--- config.mk ---
export PLATFORM = sky130hd
export DESIGN_NAME = uart_xor_block
export DESIGN_NICKNAME = d
export VERILOG_FILES = /design/src/rtl/uart_xor_block.sv
export SDC_FILE = /design/constraint.sdc
export NUM_CORES = 1
export LEC_CHECK = 0
export BUFFER_PORTS_ARGS = -buffer_cell sky130_fd_sc_hd__buf_2
export CORE_MARGIN = 8
export CORE_UTILIZATION = 40
export CTS_CLUSTER_DIAMETER = 150
export DETAILED_ROUTE_END_ITERATION = 7
export PLACE_DENSITY = 0.64
export REMOVE_ABC_BUFFERS = 1
export SETUP_SLACK_MARGIN = 0.3
export SLEW_MARGIN = 10
export SYNTH_ARGS = -nofsm -noshare
export SYNTH_HDL_FRONTEND = slang
export SYNTH_SLANG_ARGS = --single-unit
--- constraint.sdc ---
create_clock -name G_HPBX0000 -period 1.74 [get_ports G_HPBX0000]
set_clock_uncertainty 0.1 [all_clocks]
set_input_delay 0.348 -clock G_HPBX0000 [delete_from_list [all_inputs] [get_ports G_HPBX0000]]
set_output_delay 0.348 -clock G_HPBX0000 [all_outputs]
set_load 0.1 [all_outputs]
--- src/rtl/uart_xor_block.sv ---
// ---------------------------------------------------------------------------
// uart_xor_block
//
// Receives an 8-byte block on an 8N1 UART line, XORs every byte with the key
// byte for its position in the block, and sends the 8 results back on the TX
// line in arrival order, as back-to-back 8N1 frames.
//
// Parameters
//   CLKS_PER_BIT  clocks per UART bit (12 MHz / 115200 = 104)
//   KEY           XOR key; block position i uses KEY[8i+7:8i]
//
// Ports
//   G_HPBX0000                   in   system clock, 12 MHz
//   MIB_R0C60_PIOT0_JPADDIA_PIO  in   asynchronous active-low reset pad
//   MIB_R0C40_PIOT0_JPADDIB_PIO  in   UART RX serial in, idle high
//   MIB_R0C40_PIOT0_PADDOA_PIO   out  UART TX serial out, idle high
//
// Block flow
//   RX FSM  -> one-cycle rx_valid pulse with rx_byte on a good stop bit
//   buffer  -> stores rx_byte ^ key byte at wr_idx; the 8th byte sets full
//   TX FSM  -> while full, streams entries 0..7; the last stop bit clears full
//   While full is set, newly received bytes are dropped, so a block cannot be
//   overwritten while it is being transmitted.
// ---------------------------------------------------------------------------
module uart_xor_block #(
   parameter int unsigned CLKS_PER_BIT = 104,
   parameter logic [63:0] KEY          = 64'h8877665544332211
) (
   input  logic G_HPBX0000,
   input  logic MIB_R0C60_PIOT0_JPADDIA_PIO,
   input  logic MIB_R0C40_PIOT0_JPADDIB_PIO,
   output logic MIB_R0C40_PIOT0_PADDOA_PIO
);

   localparam int unsigned HALF_BIT = CLKS_PER_BIT / 2;
   localparam int unsigned CNT_W    = $clog2(CLKS_PER_BIT);

   // Terminal counts: a counter that starts at 0 reaches these after exactly
   // HALF_BIT / CLKS_PER_BIT clocks.
   localparam logic [CNT_W-1:0] HALF_LAST = CNT_W'(HALF_BIT - 1);
   localparam logic [CNT_W-1:0] BIT_LAST  = CNT_W'(CLKS_PER_BIT - 1);

   typedef enum logic [1:0] {
      RX_IDLE,
      RX_START,
      RX_DATA,
      RX_STOP
   } rx_state_t;

   typedef enum logic [1:0] {
      TX_IDLE,
      TX_START,
      TX_DATA,
      TX_STOP
   } tx_state_t;

   logic clk;
   logic rst_pad_n;
   logic rx_pad;

   assign clk       = G_HPBX0000;
   assign rst_pad_n = MIB_R0C60_PIOT0_JPADDIA_PIO;
   assign rx_pad    = MIB_R0C40_PIOT0_JPADDIB_PIO;

   // ------------------------------------------------------------------------
   // Reset synchronizer: assertion reaches every flop asynchronously (so TX
   // is forced high at once), release is aligned to clk by two flops.
   // ------------------------------------------------------------------------
   logic [1:0] rst_sync;
   logic       rst_n;

   // NOTE: sequential state is written with non-blocking assignments only, so
   // every flop samples the pre-edge value of every other flop.
   always_ff @(posedge clk or negedge rst_pad_n) begin
      if (!rst_pad_n) begin
         rst_sync <= 2'b00;
      end else begin
         rst_sync <= {rst_sync[0], 1'b1};
      end
   end

   assign rst_n = rst_sync[1];

   // ------------------------------------------------------------------------
   // RX input synchronizer (resets to the idle-high line level)
   // ------------------------------------------------------------------------
   logic rx_meta;
   logic rx_s;

   always_ff @(posedge clk or negedge rst_n) begin
      if (!rst_n) begin
         rx_meta <= 1'b1;
         rx_s    <= 1'b1;
      end else begin
         rx_meta <= rx_pad;
         rx_s    <= rx_meta;
      end
   end

   // ------------------------------------------------------------------------
   // RX FSM: detects the falling start edge, re-checks it mid-bit, then
   // samples data and stop bits every CLKS_PER_BIT clocks from that point.
   // ------------------------------------------------------------------------
   rx_state_t        rx_state;
   logic [CNT_W-1:0] rx_cnt;
   logic [2:0]       rx_bit;
   logic [7:0]       rx_shift;
   logic             rx_valid;
   logic [7:0]       rx_byte;

   always_ff @(posedge clk or negedge rst_n) begin
      if (!rst_n) begin
         rx_state <= RX_IDLE;
         rx_cnt   <= '0;
         rx_bit   <= '0;
         rx_shift <= '0;
         rx_valid <= 1'b0;
         rx_byte  <= '0;
      end else begin
         rx_valid <= 1'b0;
         case (rx_state)
            RX_IDLE: begin
               rx_cnt <= '0;
               if (!rx_s) begin
                  rx_state <= RX_START;
               end
            end

            RX_START: begin
               if (rx_cnt == HALF_LAST) begin
                  rx_cnt <= '0;
                  rx_bit <= '0;
                  // A line already back high at mid start bit was a glitch.
                  rx_state <= rx_s ? RX_IDLE : RX_DATA;
               end else begin
                  rx_cnt <= rx_cnt + 1'b1;
               end
            end

            RX_DATA: begin
               if (rx_cnt == BIT_LAST) begin
                  rx_cnt   <= '0;
                  // LSB arrives first, so shift in from the top.
                  rx_shift <= {rx_s, rx_shift[7:1]};
                  rx_bit   <= rx_bit + 3'd1;
                  if (rx_bit == 3'd7) begin
                     rx_state <= RX_STOP;
                  end
               end else begin
                  rx_cnt <= rx_cnt + 1'b1;
               end
            end

            RX_STOP: begin
               if (rx_cnt == BIT_LAST) begin
                  rx_cnt   <= '0;
                  // A low stop bit is a framing error: the byte is dropped.
                  rx_valid <= rx_s;
                  rx_byte  <= rx_shift;
                  rx_state <= RX_IDLE;
               end else begin
                  rx_cnt <= rx_cnt + 1'b1;
               end
            end

            default: begin
               rx_state <= RX_IDLE;
            end
         endcase
      end
   end

   // ------------------------------------------------------------------------
   // Block buffer
   // ------------------------------------------------------------------------
   logic [7:0] blk_mem [8];
   logic [2:0] wr_idx;
   logic       full;
   logic [7:0] key_byte;
   logic       rx_accept;
   logic       tx_last;

   // NOTE: combinational signals get a value on every path through the block,
   // so no latch is inferred.
   always_comb begin
      key_byte = KEY[{wr_idx, 3'b000} +: 8];
   end

   assign rx_accept = rx_valid && !full;

   // NOTE: the buffer array has no reset; an entry is always written before
   // it is read, and leaving it out keeps the array mappable to plain RAM.
   always_ff @(posedge clk) begin
      if (rx_accept) begin
         blk_mem[wr_idx] <= rx_byte ^ key_byte;
      end
   end

   // The index wraps 7 -> 0 on the same edge that full is set; full stays up
   // until the final stop bit of the response ends.
   always_ff @(posedge clk or negedge rst_n) begin
      if (!rst_n) begin
         wr_idx <= '0;
         full   <= 1'b0;
      end else if (tx_last) begin
         wr_idx <= '0;
         full   <= 1'b0;
      end else if (rx_accept) begin
         wr_idx <= wr_idx + 3'd1;
         if (wr_idx == 3'd7) begin
            full <= 1'b1;
         end
      end
   end

   // ------------------------------------------------------------------------
   // TX sequencer: tx_line is registered and changes only at bit boundaries,
   // so every bit is held exactly CLKS_PER_BIT clocks.
   // ------------------------------------------------------------------------
   tx_state_t        tx_state;
   logic [CNT_W-1:0] tx_cnt;
   logic [2:0]       tx_bit;
   logic [7:0]       tx_shift;
   logic [2:0]       rd_idx;
   logic [2:0]       rd_next;
   logic             tx_line;

   assign rd_next = rd_idx + 3'd1;

   // Last clock of the 8th stop bit: the block is finished.
   assign tx_last = (tx_state == TX_STOP) && (tx_cnt == BIT_LAST) && (rd_idx == 3'd7);

   always_ff @(posedge clk or negedge rst_n) begin
      if (!rst_n) begin
         tx_state <= TX_IDLE;
         tx_cnt   <= '0;
         tx_bit   <= '0;
         tx_shift <= '0;
         rd_idx   <= '0;
         tx_line  <= 1'b1;
      end else begin
         case (tx_state)
            TX_IDLE: begin
               tx_line <= 1'b1;
               tx_cnt  <= '0;
               rd_idx  <= '0;
               if (full) begin
                  tx_shift <= blk_mem[3'd0];
                  tx_line  <= 1'b0;
                  tx_state <= TX_START;
               end
            end

            TX_START: begin
               if (tx_cnt == BIT_LAST) begin
                  tx_cnt   <= '0;
                  tx_bit   <= '0;
                  tx_line  <= tx_shift[0];
                  tx_state <= TX_DATA;
               end else begin
                  tx_cnt <= tx_cnt + 1'b1;
               end
            end

            TX_DATA: begin
               if (tx_cnt == BIT_LAST) begin
                  tx_cnt <= '0;
                  if (tx_bit == 3'd7) begin
                     tx_line  <= 1'b1;
                     tx_state <= TX_STOP;
                  end else begin
                     // tx_shift[0] is on the line; bit 1 goes next.
                     tx_bit   <= tx_bit + 3'd1;
                     tx_line  <= tx_shift[1];
                     tx_shift <= {1'b0, tx_shift[7:1]};
                  end
               end else begin
                  tx_cnt <= tx_cnt + 1'b1;
               end
            end

            TX_STOP: begin
               if (tx_cnt == BIT_LAST) begin
                  tx_cnt <= '0;
                  if (rd_idx == 3'd7) begin
                     rd_idx   <= '0;
                     tx_state <= TX_IDLE;
                  end else begin
                     // Next start bit follows the stop bit with no gap.
                     rd_idx   <= rd_next;
                     tx_shift <= blk_mem[rd_next];
                     tx_line  <= 1'b0;
                     tx_state <= TX_START;
                  end
               end else begin
                  tx_cnt <= tx_cnt + 1'b1;
               end
            end

            default: begin
               tx_state <= TX_IDLE;
               tx_line  <= 1'b1;
            end
         endcase
      end
   end

   assign MIB_R0C40_PIOT0_PADDOA_PIO = tx_line;

endmodule

# After elaboration in Yosys (flattened, before gate mapping)
# Memories as Yosys holds them, arrays and structs flattened.
# Cells that the tools add are included.
# word_totals
in_bits	3
regBits	61
elab_cells	126
ramBits	64
mem_count	1
# memory_table
memory	depth	width	rd	rd_clocked_by_memory_dff	wr	line	rtl
blk_mem	8	8	2	0	1	176	logic [7:0] blk_mem [8];
# classes
bitwise	1
mux	51
n_reduce_logical	24
n_addsub	6
eq_ne	25
shifts	1
# ops
operator	n
indexed part select 64 x 7 -> 8 bit, first input constant	1
two-way mux 8 bit	5
two-way mux 3 bit	9
one-hot mux 8 bit (3 select lines)	1
two-way mux 2 bit	11
!= test 2 bit, second input constant	11
two-way mux 7 bit	3
one-hot mux 7 bit (3 select lines)	1
one-hot mux 3 bit (2 select lines)	3
one-hot mux 2 bit (4 select lines)	2
adder 7 x 1 -> 7 bit, second input constant	2
equality test 7 bit, second input constant	2
two-way mux 1 bit	14
one-hot mux 7 bit (2 select lines)	1
adder 3 x 1 -> 3 bit, second input constant	4
equality test 3 bit, second input constant	4
AND reduction 5 bit	2
nonzero test 2 bit	5
equality test 2 bit, second input constant	4
AND reduction 2 bit	4
AND reduction 4 bit	2
bitwise XOR 8 bit	1
equality test 7 x 6 -> 1 bit, second input constant	1
AND reduction 6 bit	1
other kinds (10)	14

# Logic depth before layout (Yosys ltp)
# depth
word_depth	5
mapped_depth	8
mapped_depth_nobuf	6

# Least setup slack after synthesis
# OpenSTA, ideal clock, no wires.
# synth_timing
path_type	register to register
startpoint	register rd_idx[0]
endpoint	register tx_shift[1]
t_required_ps	1499
n_path_buf	2
arrival_ps	1803
path_stages_with_launch	9
setup_slack_ps	-304
synth_period_minus_slack_ps	2044
path_cell_list	dfrtp_1 ha_1 ha_1 buf_2 buf_2 mux4_2 nand2_1 and3_1 a22oi_1
# synth_between
elab_chain_cells	5
# synth_rtl
item	line	rtl
from (decl)	224	logic [2:0] rd_idx;
from (signal assigned)	290	rd_idx <= rd_next;
adder 3 x 1 -> 3 bit	228	assign rd_next = rd_idx + 3'd1;
memory read (8 x 8 bit)	n/a	
two-way mux 8 bit	285	if (rd_idx == 3'd7) begin
two-way mux 8 bit	283	if (tx_cnt == BIT_LAST) begin
one-hot mux 8 bit (3 select lines)	242	case (tx_state)
to (signal assigned)	248	tx_shift <= blk_mem[3'd0];
to (signal assigned)	275	tx_shift <= {1'b0, tx_shift[7:1]};
to (signal assigned)	291	tx_shift <= blk_mem[rd_next];
to (decl)	223	logic [7:0] tx_shift;
# Parallel ways exist; a longest one is shown, timed or not. The select of a mux whose other input is x is not followed.
# A chain may end at the register's enable or synchronous reset.

# Final worst setup path
# layout_timing
startpoint	register rd_idx[1]
endpoint	register tx_shift[2]
# Same word-level chain as after synthesis.

==> summary.txt <==
Status
  – Status: finished, violations left
  – Failing checks: negative setup slack

Yosys
  – Ys Warns: 0
  – Synthesized area: 5760 µm²
  – Cell taking the most area after synthesis: edfxtp_1
  – Synth Area per Inst: 13.3 µm²
  – Cell count after synthesis: about 430
  – Post-synthesis sequential area ratio: about three fifths
  – Count of different cell masters after synthesis: 53
  – Synth area leaders: edfxtp_1 33%, dfrtp_1 25%, mux2_2 4.3%
  – Register bit count reported by yosys: 125
  – Yosys top cell area share: between 30% and 40%

Setup path
  – Critical path endpoint category: flop
  – Arrival @ worst endpoint: 2.10 ns
  – Startpoint Class: flop
  – Worst endpoint required time: a little under 2 ns
  – CP max FO: 14
  – CP Class: reg2reg

Power
  – Leakage Power: ~3.4 nW
  – Logic pwr share: a little under an eighth
  – Pint: around 6.1 mW
  – Seq pwr share: 41.4%
  – Pwr dens: about 950 nW/µm²
  – Net Sw Frac: 23.4%
  – NetSw: between 1.5 and 2 mW
  – Clk pwr share: 47.2%
  – Worst IR drop on VDD: 0.760 mV

Die
  – Die Width: about 140 µm
  – Die area: 18500 µm²
  – Rows: 44
  – IO Count: 4
  – Initial core utilization: between 40% and 50%
  – Core Region: ~14000 µm²
  – Die H: between 100 and 150 µm

STA
  – Fin. max-slew vios: 0
  – RSZ-0062 raised after global routing: yes
  – Final hold violations: 0
  – Final min period: ~1.9 ns
  – Final setup violation count: 11
  – Fmax: approximately 0.52 GHz
  – Tcrit/Tclk final: 110%
  – Final setup margin: -0.170 ns

Finish
  – Filler cells: between 1000 and 1500
  – Share of cells above drive strength 1: between 50% and 60%
  – Final Util: between 50% and 60%
  – Finished Cell Area: 8370 µm²
  – Total inserted antenna cells: 0
  – Layout area overhead: 45.1%
  – Layout Cells excl Fill: 747
  – Final net count: roughly 570

Placed design
  – DP Cell Count: 674
  – Post-Place Setup Slack: -0.380 ns
  – Post-DP HPWL: approximately 8000 µm
  – Placed cell areas: approximately 6500 µm²
  – Port-buffer cells: 3
  – Routability cong.: around 0.76

Detailed routing
  – Antenna Violating Nets Remaining: 0
  – DR vias: a little under 4000
  – Via density: between 5 and 6
  – Wire length per cell: roughly 18 µm
  – DR pass1 iterations: 4
  – Post-route DRC: 0
  – WL final: roughly 13000 µm
  – Iter 0 DRT Violations: about 230

Clock network
  – Num CTS Buffers: 17
  – Maximum root-to-sink buffer count: 2
  – CTS tree: built
  – Root Driver: clkbuf_16
  – Sink Count: about 130
  – Reg clk slew, reported paths: 0.06 ns
  – Worst-Skew Late Latency: just over 0.4 ns
  – CTS HTree Levels: 4

Flow run
  – Max_cap viols: 0

Global routing
  – Overflow left after global routing: 0
  – Largest net degree at the start of global routing: 36
  – Gr usage total: 14.4%
  – Vias in the first global route: around 4100
  – Initial antenna violation count: 0
  – First-pass GRT wire length: 20700 µm

Min path
  – HP Class: in2async
[power by group through the flow]
| stage | clock network [mW] | registers [mW] | logic, mW |
|---|---|---|---|
| after floorplan | 0 | 3.37 | 0.241 |
| after global placement | 0 | 3.31 | 0.520 |
| after detailed placement | 0 | 3.31 | 0.533 |
| after CTS | 3.79 | 3.27 | 0.629 |
| after global routing | 3.92 | 3.28 | 0.976 |
| final | 3.74 | 3.27 | 0.903 |
[repair_timing]
item	CTS	global route
resized for setup	167	58
pin swaps	49	26
buffers inserted	24	14
cloned	1	0
hold buffers	2	0
endpoints found under the hold margin	3	0
endpoints found under the setup margin	184	184
[cell type report]
cell class | instances | area [µm²] | share of cell area, %
clock inverters | 14 | 191 | 2.29
multi-input cells | 278 | 2930 | 35.0
well taps | 184 | 230 | 2.75
inverters | 13 | 53.8 | 0.643
flip-flops and latches | 125 | 3460 | 41.4
repair buffers | 115 | 1060 | 12.7
clock buffers | 18 | 439 | 5.25
[per-layer routing]
layer  track usage (%)  part of all wire, %  wire, µm
met5                 0                    0         0
met1              16.1                   40      5290
met4              4.82                  1.8       239
met2              26.0                   55      7140
met3              3.62                  3.1       400
[critical path: stages (launching register included)]
cell     delay (ns)
dfrtp_1        0.38
ha_2           0.20
ha_4           0.32
buf_12         0.17
mux2i_2        0.22
o22ai_1        0.11
o22ai_1        0.18
a22oi_1        0.09
[state kept, by name (all words and copies together), names as in the netlist, 2 cells and up, named ones only]
name / cells
rx_bit: 3
rx_cnt: 7
blk_mem: 64
tx_cnt: 7
tx_shift: 8
rx_shift: 8
rst_sync: 2
wr_idx: 3
tx_bit: 3
tx_state: 2
rx_byte: 8
rd_idx: 3
[worst paths after layout]
check,from,to,depth (start not counted),slack (ns)
hold reg to reg,rst_sync[1]$_DFF_PN0_,tx_state[1]$_DFFE_PN0P_,1,0.17
min in group G_HPBX0000,rst_sync[0]$_DFF_PN0_,rst_sync[1]$_DFF_PN0_,0,0.25
setup / recovery,rd_idx[1]$_DFFE_PN0P_,tx_shift[2]$_DFFE_PN0P_,7,-0.17
hold / removal,MIB_R0C60_PIOT0_JPADDIA_PIO,rst_sync[0]$_DFF_PN0_,2,0.15
max in group asynchronous,rst_sync[1]$_DFF_PN0_,wr_idx[1]$_DFFE_PN0P_,1,0.98
setup reg to reg,rd_idx[1]$_DFFE_PN0P_,tx_shift[2]$_DFFE_PN0P_,7,-0.17
[kinds of logic after synthesis]
logic type / Yosys count / share of synthesized area [%]
buffers and inverters: 32 / 2.73
other: 1 / 0.0651
AND/OR/NAND/NOR: 114 / 11.0
adder cells (fa/ha/maj): 19 / 4.12
multiplexers: 49 / 10.8
AO/OA/AOI/OAI: 75 / 8.49
XOR/XNOR: 19 / 2.89
flip-flops: 125 / 59.9
[cell usage after synthesis (all sizes together)]
cell	number
a211oi	2
a21oi	17
a22o	6
a22oi	8
a311oi	1
a31oi	1
and2b	2
and3	13
and3b	2
and4bb	1
buf	9
clkbuf	10
conb	1
dfrtp	58
dfstp	3
edfxtp	64
ha	19
inv	13
mux2	23
mux2i	18
mux4	8
nand2	20
nand2b	3
nand3	12
nand4	1
nor2	38
nor2b	6
nor3	7
nor3b	4
nor4	1
nor4b	1
o21a	2
o21ai	17
o22ai	19
o31ai	2
or2	1
or3b	1
or4	1
xnor2	10
xor2	9
[through the flow]
stage	hold slack (ns)	TNS (ns)	total power, mW
floorplan	-0.0476	-21.61	3.61
global placement	0.0329	-2.53	3.83
detailed placement	0.0368	-3.44	3.85
CTS	0.133	-1.42	7.68
global route	0.150	-2.37	8.18
finish	0.146	-1.31	7.92
[placed cells by master (no fill, tap or decap), drive strengths merged, types with 2 or more instances in the layout]
master / n
a211oi: 2
a21oi: 17
a22o: 6
a22oi: 8
and2b: 2
and3: 13
and3b: 2
buf: 113
bufinv: 4
clkbuf: 18
clkinv: 4
clkinvlp: 4
dfrtp: 58
dfstp: 3
dlygate4sd3: 2
edfxtp: 64
ha: 19
inv: 15
mux2: 23
mux2i: 18
mux4: 8
nand2: 20
nand2b: 3
nand3: 13
nor2: 38
nor2b: 6
nor3: 7
nor3b: 4
o21a: 2
o21ai: 17
o22ai: 19
o31ai: 2
xnor2: 10
xor2: 9
Power figures use the tool's default switching activity.
